==> config.mk <==
export PLATFORM = sky130hd
export DESIGN_NAME = rocev2_sq_meta_arbiter
export DESIGN_NICKNAME = d
export VERILOG_FILES = /design/src/rtl/rocev2_sq_meta_arbiter.sv
export SDC_FILE = /design/constraint.sdc
export NUM_CORES = 1
export LEC_CHECK = 0
export CAP_MARGIN = 10
export CELL_PAD_IN_SITES_DETAIL_PLACEMENT = 0
export CELL_PAD_IN_SITES_GLOBAL_PLACEMENT = 1
export CORE_AREA = 4 4 698 700
export DETAILED_ROUTE_END_ITERATION = 6
export DIE_AREA = 0 0 702 704
export PLACE_DENSITY = 0.32
export REMOVE_ABC_BUFFERS = 1
export SYNTH_ARGS = -nofsm -noshare
export SYNTH_HDL_FRONTEND = slang
export SYNTH_SLANG_ARGS = --single-unit
==> constraint.sdc <==
create_clock -name ap_clk -period 4.5 [get_ports ap_clk]
set_clock_uncertainty 0.15 [all_clocks]
set_input_delay 1.125 -clock ap_clk [delete_from_list [all_inputs] [get_ports ap_clk]]
set_output_delay 1.125 -clock ap_clk [all_outputs]
set_load 0.05 [all_outputs]
==> src/rtl/rocev2_sq_meta_arbiter.sv <==
// Round-robin arbiter sharing the RoCEv2 SQ meta stream among NUM_REQ requesters,
// with per-requester outstanding caps. Optional statistics under SQ_ARB_STATS_EN.
module rocev2_sq_meta_arbiter #(
  parameter int NUM_REQ = 4,
  parameter int DATA_W  = 352,
  parameter int MAX_OUT = 16,
  parameter int ID_W    = 2
) (
  input  logic                      ap_clk,
  input  logic                      ap_rst_n,
  input  logic [NUM_REQ*DATA_W-1:0] s_axis_req_tdata,
  input  logic [NUM_REQ-1:0]        s_axis_req_tvalid,
  output logic [NUM_REQ-1:0]        s_axis_req_tready,
  output logic [DATA_W-1:0]         m_axis_sq_meta_tdata,
  output logic [ID_W-1:0]           m_axis_sq_meta_tid,
  output logic                      m_axis_sq_meta_tvalid,
  input  logic                      m_axis_sq_meta_tready,
  input  logic                      cpl_valid,
  input  logic [ID_W-1:0]           cpl_id,
  output logic [NUM_REQ-1:0]        outstanding_full,
  output logic                      err_underflow
`ifdef SQ_ARB_STATS_EN
  ,
  output logic [NUM_REQ*32-1:0]     stat_grant_cnt,
  output logic [31:0]               stat_stall_cnt
`endif
);

  localparam int CNT_W = $clog2(MAX_OUT + 1);
  localparam logic [CNT_W-1:0] MAX_C = CNT_W'(MAX_OUT);

  logic [CNT_W-1:0] cnt      [NUM_REQ];
  logic [CNT_W-1:0] cnt_next [NUM_REQ];
  logic [NUM_REQ-1:0] full_next;
  logic [NUM_REQ-1:0] eligible;
  logic [ID_W-1:0]    last_grant;
  logic [ID_W-1:0]    grant_id;
  logic               grant_valid;
  logic               slot_free;
  logic               err_set;

  assign slot_free = !m_axis_sq_meta_tvalid || m_axis_sq_meta_tready;

  // Eligibility looks only at the registered count, so a same-cycle completion
  // never lets a capped requester in.
  always_comb begin
    eligible = '0;
    for (int unsigned i = 0; i < NUM_REQ; i++) begin
      eligible[i] = s_axis_req_tvalid[i] && (cnt[i] < MAX_C);
    end
  end

  always_comb begin
    grant_valid = 1'b0;
    grant_id    = '0;
    for (int unsigned k = 1; k <= NUM_REQ; k++) begin
      int unsigned idx;
      idx = (32'(last_grant) + k) % NUM_REQ;
      if (!grant_valid && slot_free && eligible[idx]) begin
        grant_valid = 1'b1;
        grant_id    = ID_W'(idx);
      end
    end
  end

  always_comb begin
    s_axis_req_tready = '0;
    for (int unsigned i = 0; i < NUM_REQ; i++) begin
      s_axis_req_tready[i] = grant_valid && (grant_id == ID_W'(i));
    end
  end

  // A grant and a completion for the same requester in one cycle cancel out.
  always_comb begin
    err_set   = 1'b0;
    full_next = '0;
    for (int unsigned i = 0; i < NUM_REQ; i++) begin
      logic inc;
      logic dec;
      inc = s_axis_req_tready[i];
      dec = cpl_valid && (32'(cpl_id) == i);
      cnt_next[i] = cnt[i];
      if (inc && !dec) begin
        cnt_next[i] = cnt[i] + CNT_W'(1);
      end else if (dec && !inc) begin
        if (cnt[i] == '0) begin
          err_set = 1'b1;
        end else begin
          cnt_next[i] = cnt[i] - CNT_W'(1);
        end
      end
      full_next[i] = (cnt_next[i] == MAX_C);
    end
  end

  always_ff @(posedge ap_clk or negedge ap_rst_n) begin
    if (!ap_rst_n) begin
      m_axis_sq_meta_tvalid <= 1'b0;
      m_axis_sq_meta_tdata  <= '0;
      m_axis_sq_meta_tid    <= '0;
      last_grant            <= ID_W'(NUM_REQ - 1);
      outstanding_full      <= '0;
      err_underflow         <= 1'b0;
      for (int unsigned i = 0; i < NUM_REQ; i++) begin
        cnt[i] <= '0;
      end
    end else begin
      if (grant_valid) begin
        m_axis_sq_meta_tvalid <= 1'b1;
        m_axis_sq_meta_tdata  <= s_axis_req_tdata[32'(grant_id)*DATA_W +: DATA_W];
        m_axis_sq_meta_tid    <= grant_id;
        last_grant            <= grant_id;
      end else if (slot_free) begin
        m_axis_sq_meta_tvalid <= 1'b0;
      end
      for (int unsigned i = 0; i < NUM_REQ; i++) begin
        cnt[i] <= cnt_next[i];
      end
      outstanding_full <= full_next;
      if (err_set) begin
        err_underflow <= 1'b1;
      end
    end
  end

`ifdef SQ_ARB_STATS_EN
  always_ff @(posedge ap_clk or negedge ap_rst_n) begin
    if (!ap_rst_n) begin
      stat_grant_cnt <= '0;
      stat_stall_cnt <= '0;
    end else begin
      for (int unsigned i = 0; i < NUM_REQ; i++) begin
        if (s_axis_req_tready[i]) begin
          stat_grant_cnt[i*32 +: 32] <= stat_grant_cnt[i*32 +: 32] + 32'd1;
        end
      end
      if (m_axis_sq_meta_tvalid && !m_axis_sq_meta_tready) begin
        stat_stall_cnt <= stat_stall_cnt + 32'd1;
      end
    end
  end
`endif

endmodule

== Yosys cells after proc, flatten, opt, wreduce, memory -nomap -nowiden ==
Cells that the tools add are included.

* Flip-flop bits (word level): 382
* Bits in latches: 0
* Bits in writable memories: 0
* Bits in read-only memories: 0
* Bits of input ports: 1,418
* Output and inout bits: 364
* Logic and storage cells: 131
* Memories: 0

* $add $sub $neg: 12
* $mul: 1
* Divide/modulo/power cells: 0
* Magnitude comparators: 8
* Equality and inequality tests: 10
* Shift-type cells: 1
* Mux-type cells: 42
* Bitwise logic cells: 0
* Reduce and logical (&&, ||, !) cells: 47

{| class="wikitable"
|+ Operator list
! operator !! count
|-
| 1408-bit by 12-bit variable part select with 352-bit output || 1
|-
| 5-bit 2-to-1 mux || 12
|-
| 1-bit logical AND || 27
|-
| 1-bit 2-to-1 mux || 22
|-
| 5-bit by 1-bit adder with 5-bit output, second input constant || 4
|-
| 5-bit == test, second input constant || 4
|-
| 5-bit zero test || 4
|-
| 5-bit less-than comparator, second input constant || 4
|-
| 5-bit by 1-bit subtractor with 5-bit output, second input constant || 4
|-
| 1-bit zero test || 12
|-
| 2-bit by 3-bit less-than comparator with 1-bit output, second input constant || 4
|-
| 1-bit binary-select mux with 2-bit select || 4
|-
| 2-bit == test, second input constant || 4
|-
| 2-bit 2-to-1 mux || 4
|-
| 2-bit by 4-bit multiplier with 6-bit output, second input constant || 1
|-
| 2-bit by 1-bit adder with 2-bit output, second input constant || 2
|-
| 2-bit adder, second input constant || 2
|-
| 2-bit by 1-bit == test with 1-bit output, second input constant || 2
|-
| 2-bit zero test || 2
|-
| 2-bit nonzero test || 1
|-
| 1-bit logical OR || 1
|}

== Depth between registers and ports, before layout ==
Gate-level depths: netlist of run 1.

* Word-level depth: 33
* Depth in mapped cells: 15
* Mapped depth without buffers: 9

== Worst setup path before layout of run 1 ==
No wires, ideal clock.

* Kind: input -> output
* Start point: input s_axis_req_tvalid[1]
* End point: output s_axis_req_tready[0]
* Data arrival time: 3,130 ps
* Required time: 3,225 ps
* Slack: 95 ps
* Stages: 7
* Buffers on the path: 2
* Path through: nor2b_1 -> buf_2 -> or3_1 -> a211o_1 -> a2bb2oi_1 -> buf_2 -> nor2_1

* Longest elaborated chain between the ends: 19
* Elaborated cells on any way between the ends: 29
* Those cells by class: 16 x mux; 13 x reduce/logical

{| class="wikitable"
|+ RTL lines
! item !! RTL line !! text
|-
| start: declaration || 12 || <nowiki>input logic [NUM_REQ-1:0] s_axis_req_tvalid,</nowiki>
|-
| 1-bit logical AND * || 49 || <nowiki>eligible[i] = s_axis_req_tvalid[i] && (cnt[i] < MAX_C);</nowiki>
|-
| 1-bit binary-select mux with 2-bit select || 59 || <nowiki>if (!grant_valid && slot_free && eligible[idx]) begin</nowiki>
|-
| 1-bit 2-to-1 mux (not written as such) || 59 ||
|-
| 1-bit logical AND || 59 ||
|-
| 1-bit 2-to-1 mux || 59 ||
|-
| 1-bit zero test || 59 ||
|-
| 1-bit logical AND (2 in series) || 59 ||
|-
| 1-bit 2-to-1 mux || 59 ||
|-
| 1-bit zero test || 59 ||
|-
| 1-bit logical AND (2 in series) || 59 ||
|-
| 1-bit 2-to-1 mux || 59 ||
|-
| 1-bit zero test || 59 ||
|-
| 1-bit logical AND (2 in series) || 59 ||
|-
| 2-bit 2-to-1 mux || 59 ||
|-
| 2-bit zero test || 69 || <nowiki>s_axis_req_tready[i] = grant_valid && (grant_id == ID_W'(i));</nowiki>
|-
| 1-bit logical AND * || 69 ||
|-
| end: declaration || 13 || <nowiki>output logic [NUM_REQ-1:0] s_axis_req_tready,</nowiki>
|}

Every way passes the cells marked *; elsewhere a longest branch is shown, timed or not. The select of a mux whose other input is x is not followed.

== Final worst setup path of run 1 ==
* Start point: input s_axis_req_tvalid[0]
* End point: output s_axis_req_tready[0]

Same word-level chain as after synthesis.

==> results of run 1 <==
==> metal layers <==
layer	vias to the layer above	global-route usage, %	routed length, um
met2	1925	27.7	197000
met4	114	4.19	14400
li1	15000	-	-
met5	-	0	786
met3	712	5.29	33600
met1	17300	17.3	151000
==> cells by family (layout without fill, tap and decap cells) <==
group	after synthesis	in the layout
buffers and inverters	319	2264
muxes	185	185
other	0	70
adders and majority gates	8	8
and+or+nand+nor	999	999
AOI/OAI and AO/OA	1133	1133
DFF	382	382
xor gates and xnor gates	2	2
==> placed cells by master (no fill, tap or decap), types with 171 or more instances in the layout <==
cell type / Yosys / routed
buf_4: 15 / 304
and3_1: 174 / 174
a211oi_1: 175 / 174
mux2i_1: 184 / 183
dfrtp_1: 380 / 380
o21ai_0: 189 / 189
nand2_1: 728 / 728
clkdlybuf4s50_1: 0 / 1755
a21oi_1: 376 / 376
a311oi_1: 171 / 171
==> sequential cells by signal, summed over array words and instances, names as in the netlist <==
name	count
m_axis_sq_meta_tvalid	1
outstanding_full	4
m_axis_sq_meta_tdata	352
cnt	20
err_underflow	1
last_grant	2
m_axis_sq_meta_tid	2
==> metrics by stage <==
stage | power (mW) | setup slack [ps] | instances
detailed placement | 36.8 | -1070 | 11300
global route | 44.6 | 5.15 | 11400
global placement | 36.8 | -1090 | 11300
finish | 42.0 | 134 | 11500
CTS | 43.4 | 19.9 | 11400
floorplan | 20.1 | -21800 | 2723
==> area by class of cell <==
cell class,count,share of cell area (%)
Antenna cell,70,0.317
Clock buffer,103,3.88
Clock inverter,21,0.408
Inverter,14,0.0996
Multi-Input combinational cell,2327,25.2
Sequential cell,382,17.3
Tap cell,6425,14.5
Timing Repair Buffer,2126,38.2
==> worst paths after layout <==
| path | to | slack (ps) | depth (start not counted) |
|---|---|---|---|
| min in group ap_clk | m_axis_sq_meta_tdata[71]$_DFFE_PN0P_ | 320 | 1 |
| max in group asynchronous | m_axis_sq_meta_tdata[253]$_DFFE_PN0P_ | 2740 | 2 |
| worst min register to register | m_axis_sq_meta_tdata[71]$_DFFE_PN0P_ | 320 | 1 |
| worst max-delay path | s_axis_req_tready[0] | 130 | 13 |
| worst min-delay path | m_axis_sq_meta_tdata[182]$_DFFE_PN0P_ | 210 | 1 |
| worst max register to register | m_axis_sq_meta_tdata[276]$_DFFE_PN0P_ | 470 | 14 |
==> what timing repair did <==
| action | CTS | global route |
|---|---|---|
| setup endpoints to repair | 8 | 0 |
| setup buffers | 9 | 0 |
| resized for setup | 35 | 0 |
==> power breakdown <==
| part | total, mW | internal (mW) | switching, mW |
|---|---|---|---|
| Clock | 5.96 | 3.53 | 2.43 |
| Combinational | 29.2 | 9.96 | 19.2 |
| Sequential | 6.86 | 5.27 | 1.59 |
==> reports/metrics.yaml, run 1 <==
outcome:
  status: "complete, no violations"
synthesis:
  ys_types: 76
  synth_edf_count: 0
  synth_compound_area_share_pct: 29.8
  synth_area_leaders: "dfrtp_1 38%, nand2_1 11%, a21oi_1 7.6%, mux2i_1 7.4%, a311oi_1 6.0%"
  ys_async_sr_fraction_pct: 100
  synth_xor_area_share_pct: 0.0707
  synth_commonest_cells: "728 x nand2_1, 380 x dfrtp_1, 376 x a21oi_1"
  yosys_warnings: 0
  synth_simple_gate_area_share_pct: 17.9
  synth-adder-area-share_pct: 0.404
  avgSynthCellArea_um2: 8.18
  synthMuxAreaShare_pct: 7.48
  yosysTopAreaCellShare_pct: 38.4
  synth_most_common_cell: "nand2_1"
  synth-seq-cells: 382
  synth.cell_area_mm2: 0.0248
  ys.flop_type: "dfrtp_1"
  syn_inst: 3028
  synth_top_cell_by_area: "dfrtp_1"
  synth_top_family_by_area: "compound AO/OA/AOI/OAI gates"
  synth-seq-area-share_pct: 38.6
timing:
  worst_pin_slew_ps: 1080
  holdWs_ps: 212
  slew_headroom_pct: 28.1
  finalHoldViolations: 0
  setup_viol: 0
  fin_setup_tns_ps: 0
  fmax_mhz: 229
  rsz0062_at_grt: "false"
  min_period_ps: 4370
  report.final.slew_viol_count: 0
  period_share_pct: 97.0
final_layout:
  seq_area_mm2: 0.00957
  areaGrowthSynthToFinish_pct: 123
  num-nets-final: 6351
  multiInputGateArea_mm2: 0.0139
  finish.utilization_pct: 11.5
  fill_cells: 55600
  drive_gt1_share_pct: 10.4
  finish.instance_area_mm2: 0.0553
worst_setup_path:
  cp-end-kind: "output pin"
  path_buf_inv: 8
  slowest_stage: "a41o_1"
  crit_arrival_ps: 3090
  cp_cell_sequence: "buf_4 -> buf_4 -> nand2b_1 -> buf_4 -> buf_4 -> a41o_1 -> nor4_2 -> buf_4 -> a2bb2oi_4 -> buf_4 -> nor2_1 -> buf_4 -> buf_12"
  r2r_start: "last_grant[1]$_DFFE_PN1P_"
  critPathMaxStageDelay_ps: 230
  crit_family: "buffers and inverters"
  crit_top_cell: "buf_4"
  worstSetupPathType: "in -> out"
  cp.required_ps: 3220
  cp_max_fo: 5
  startpoint_type: "input pin"
  crit_path_start: "s_axis_req_tvalid[0]"
placement:
  place_congestion: 0.927
  place_area_mm2: 0.0525
  io_buffers: 1781
  place_hpwl_mm: 353
min_path:
  min_path_type: "in -> async"
die:
  start_util_pct: 5.15
  boundaryPins: 1782
  rows: 255
  die_x_um: 702
  core_mm2: 0.481
  die_height_um: 704
  die_area_mm2: 0.494
clock_tree:
  insertion_delay_ps: 780
  cts_htree_levels: 3
  cts.sinks: 382
  hold_buffers: 0
  cts_buffer_depth: 4
  cts-root-buf: "clkbuf_16"
  clk_pin_slew_worst_paths_ps: 60
  cts-buffers-inserted: 74
  tritoncts: "yes"
detailed_routing:
  ant_nets: 0
  wl_mm: 398
  remaining_drc_errors: 0
  first_iter_violations: 2430
  num_vias: 35000
  via_per_inst: 3.05
  firstDrtPassIters: 6
  wl_per_cell_um: 34.7
power:
  power.leakage_nw: 20.9
  power.density_mw_per_mm2: 760
  ir_drop_uv: 298
global_route:
  grtUsageTotal_pct: 15.5
  grt_max_degree: 76
  antenna_found_initial: 365
  gr-total-overflow: 0
  grt_pass1_vias: 36000
  grt_pass1_wl_mm: 483
flow_run:
  cap_viol_max_count: 0
(Power assumes the default switching activity.)
==> run 2, diff against run 1 <==
--- a/config.mk
+++ b/config.mk
@@ -9,6 +9,7 @@
 export CELL_PAD_IN_SITES_DETAIL_PLACEMENT = 0
 export CELL_PAD_IN_SITES_GLOBAL_PLACEMENT = 1
 export CORE_AREA = 4 4 698 700
+export CTS_CLUSTER_SIZE = 14
 export DETAILED_ROUTE_END_ITERATION = 6
 export DIE_AREA = 0 0 702 704
 export PLACE_DENSITY = 0.32
==> reports/metrics.yaml, run 2 (synthesized netlist as in run 1, its figures left out) <==
clock_tree:
  cts_htree_levels: 3  # unchanged
  hold_buffers: 0  # unchanged
  cts-root-buf: "clkbuf_16"
  cts-buffers-inserted: 74  # unchanged
  insertion_delay_ps: 780  # about the same
  clk_pin_slew_worst_paths_ps: 60  # about the same
  cts.sinks: 382  # unchanged
  cts_buffer_depth: 4  # unchanged
  tritoncts: "yes"
die:
  core_mm2: 0.481  # unchanged
  die_area_mm2: 0.494  # unchanged
  start_util_pct: 5.15  # unchanged
  rows: 255  # unchanged
  die_height_um: 704  # unchanged
  die_x_um: 702  # unchanged
  boundaryPins: 1782  # unchanged
worst_setup_path:
  r2r_cells: 14  # unchanged
  startpoint_type: "input pin"
  rrSetupSlack_ps: 490  # +20 ps
  r2r-end: "m_axis_sq_meta_tdata[276]$_DFFE_PN0P_"
  cp-end-kind: "output pin"
  cp_max_fo: 5  # unchanged
  cp_cell_sequence: "buf_4 -> buf_4 -> nand2b_1 -> buf_4 -> buf_4 -> a41o_1 -> nor4_2 -> buf_4 -> a2bb2oi_4 -> buf_4 -> nor2_1 -> buf_4 -> buf_12"
  worstSetupPathType: "in -> out"
  crit_arrival_ps: 3090  # about the same
  critPathMaxStageDelay_ps: 230  # about the same
  crit_top_cell: "buf_4"
  r2r_start: "last_grant[1]$_DFFE_PN1P_"
  crit_family: "buffers and inverters"
  slowest_stage: "a41o_1"
  path_buf_inv: 8  # unchanged
  cp.required_ps: 3220  # about the same
timing:
  report.final.slew_viol_count: 0  # unchanged
  slew_headroom_pct: 28.2  # +0.082 points
  layout_setup_ws_ps: 135  # +0.770 ps
  fmax_mhz: 229  # about the same
  rsz0062_at_grt: "false"
  worst_pin_slew_ps: 1070  # -1.23 ps
  holdWs_ps: 211  # -1.15 ps
  period_share_pct: 97.0  # about the same
  setup_viol: 0  # unchanged
  min_period_ps: 4370  # -0.770 ps
  finalHoldViolations: 0  # unchanged
final_layout:
  areaGrowthSynthToFinish_pct: 123  # about the same
  mostFrequentLayoutCells: "1755 x clkdlybuf4s50_1, 728 x nand2_1, 380 x dfrtp_1"
  finish.instance_area_mm2: 0.0553  # about the same
  num-nets-final: 6351  # unchanged
  drive_gt1_share_pct: 10.5  # +0.022 points
  reg.largest.list: "m_axis_sq_meta_tdata (352), cnt (20), outstanding_full (4)"
  final_common_cell: "clkdlybuf4s50_1"
  largest_register_ffs: 352  # unchanged
  top_register: "m_axis_sq_meta_tdata"
global_route:
  grt_pass1_vias: 36000  # -0.11%
  grt_max_degree: 76  # unchanged
  grtUsageTotal_pct: 15.5  # about the same
  gr-total-overflow: 0  # unchanged
  antenna_found_initial: 363  # -0.55%
  grt_pass1_wl_mm: 483  # about the same
power:
  power.leakage_nw: 20.9  # about the same
  ir_drop_uv: 292  # -2.3%
  power.total_mw: 42.0  # about the same
  power.density_mw_per_mm2: 760  # about the same
detailed_routing:
  met2_length_mm: 198  # +0.26%
  remaining_drc_errors: 0  # unchanged
  via_per_inst: 3.05  # -0.17%
  highest_layer: "met5"
  first_iter_violations: 2356  # -3.0%
  firstDrtPassIters: 5  # -1
  wl_met3_mm: 33.7  # +0.18%
  wl_per_cell_um: 34.7  # about the same
  num_vias: 35000  # -0.069%
  wl_mm: 398  # about the same
  wl_met1_mm: 152  # about the same
  ant_nets: 0  # unchanged
min_path:
  min_path_type: "in -> async"
placement:
  io_buffers: 1781  # unchanged
  place_area_mm2: 0.0525  # unchanged
  place_congestion: 0.927  # unchanged
  dp_slack_ps: -1070  # unchanged
  place_hpwl_mm: 353  # unchanged
flow_run:
  cap_viol_max_count: 0  # unchanged
outcome:
  status: "complete, no violations"
-- run 2: cell types whose count changed in the layout (fill, tap and decap cells not counted) --
| cell | delta |
|---|---|
| diode_2 | +13 |
| clkbuf_1 | -2 |
| clkinv_2 | +2 |
| clkbuf_8 | -1 |
| clkinvlp_4 | +1 |
| inv_6 | -1 |
-- run 2: worst max-delay path by stage --
stage	startpoint	depth (start not counted)	slack [ps]	endpoint
global placement	s_axis_req_tvalid[0]	11	-1090	m_axis_sq_meta_tdata[84]$_DFFE_PN0P_
finish	s_axis_req_tvalid[0]	13	130	s_axis_req_tready[0]
CTS	last_grant[0]$_DFFE_PN1P_	11	20	s_axis_req_tready[0]
detailed placement	s_axis_req_tvalid[0]	11	-1070	m_axis_sq_meta_tdata[84]$_DFFE_PN0P_
global route	last_grant[1]$_DFFE_PN1P_	10	5	s_axis_req_tready[0]
floorplan	s_axis_req_tvalid[2]	8	-21800	outstanding_full[0]$_DFF_PN0_
-- run 2: power breakdown --
group          leakage (nW)  switching (mW)  internal, mW
combinational          15.2            19.2          9.96
sequential             4.54            1.59          5.27
clock                  1.17            2.44          3.50
-- run 2: cell type report --
| cell class | instances | area, um2 |
|---|---|---|
| multi-input cells | 2327 | 13900 |
| well taps | 6425 | 8040 |
| fillers | 55700 | 426000 |
| clock buffers | 100 | 2120 |
| clock inverters | 23 | 234 |
| inverters | 14 | 55.1 |
| repair buffers | 2126 | 21100 |
| flip-flops and latches | 382 | 9570 |
| diodes | 83 | 208 |
-- run 2: what timing repair did --
item                       4_1_cts  5_1_grt
setup buffers                    9        0
setup endpoints to repair        8        0
gates resized for setup         35        0
-- run 2: metrics by stage --
stage / utilization [%] / setup TNS, ps / std cells
after floorplan: - / -5897360 / 2723
after global placement: 10.9 / -213990 / 11300
after detailed placement: 10.9 / -201720 / 11300
after CTS: 11.4 / 0 / 11400
after global routing: 11.5 / 0 / 11400
final: 11.5 / 0 / 11500
-- run 2: per-layer routing --
layer	track usage (%)	vias to the layer above
li1	-	15000
met5	0	-
met2	27.7	1855
met4	4.22	114
met1	17.3	17400
met3	5.30	688
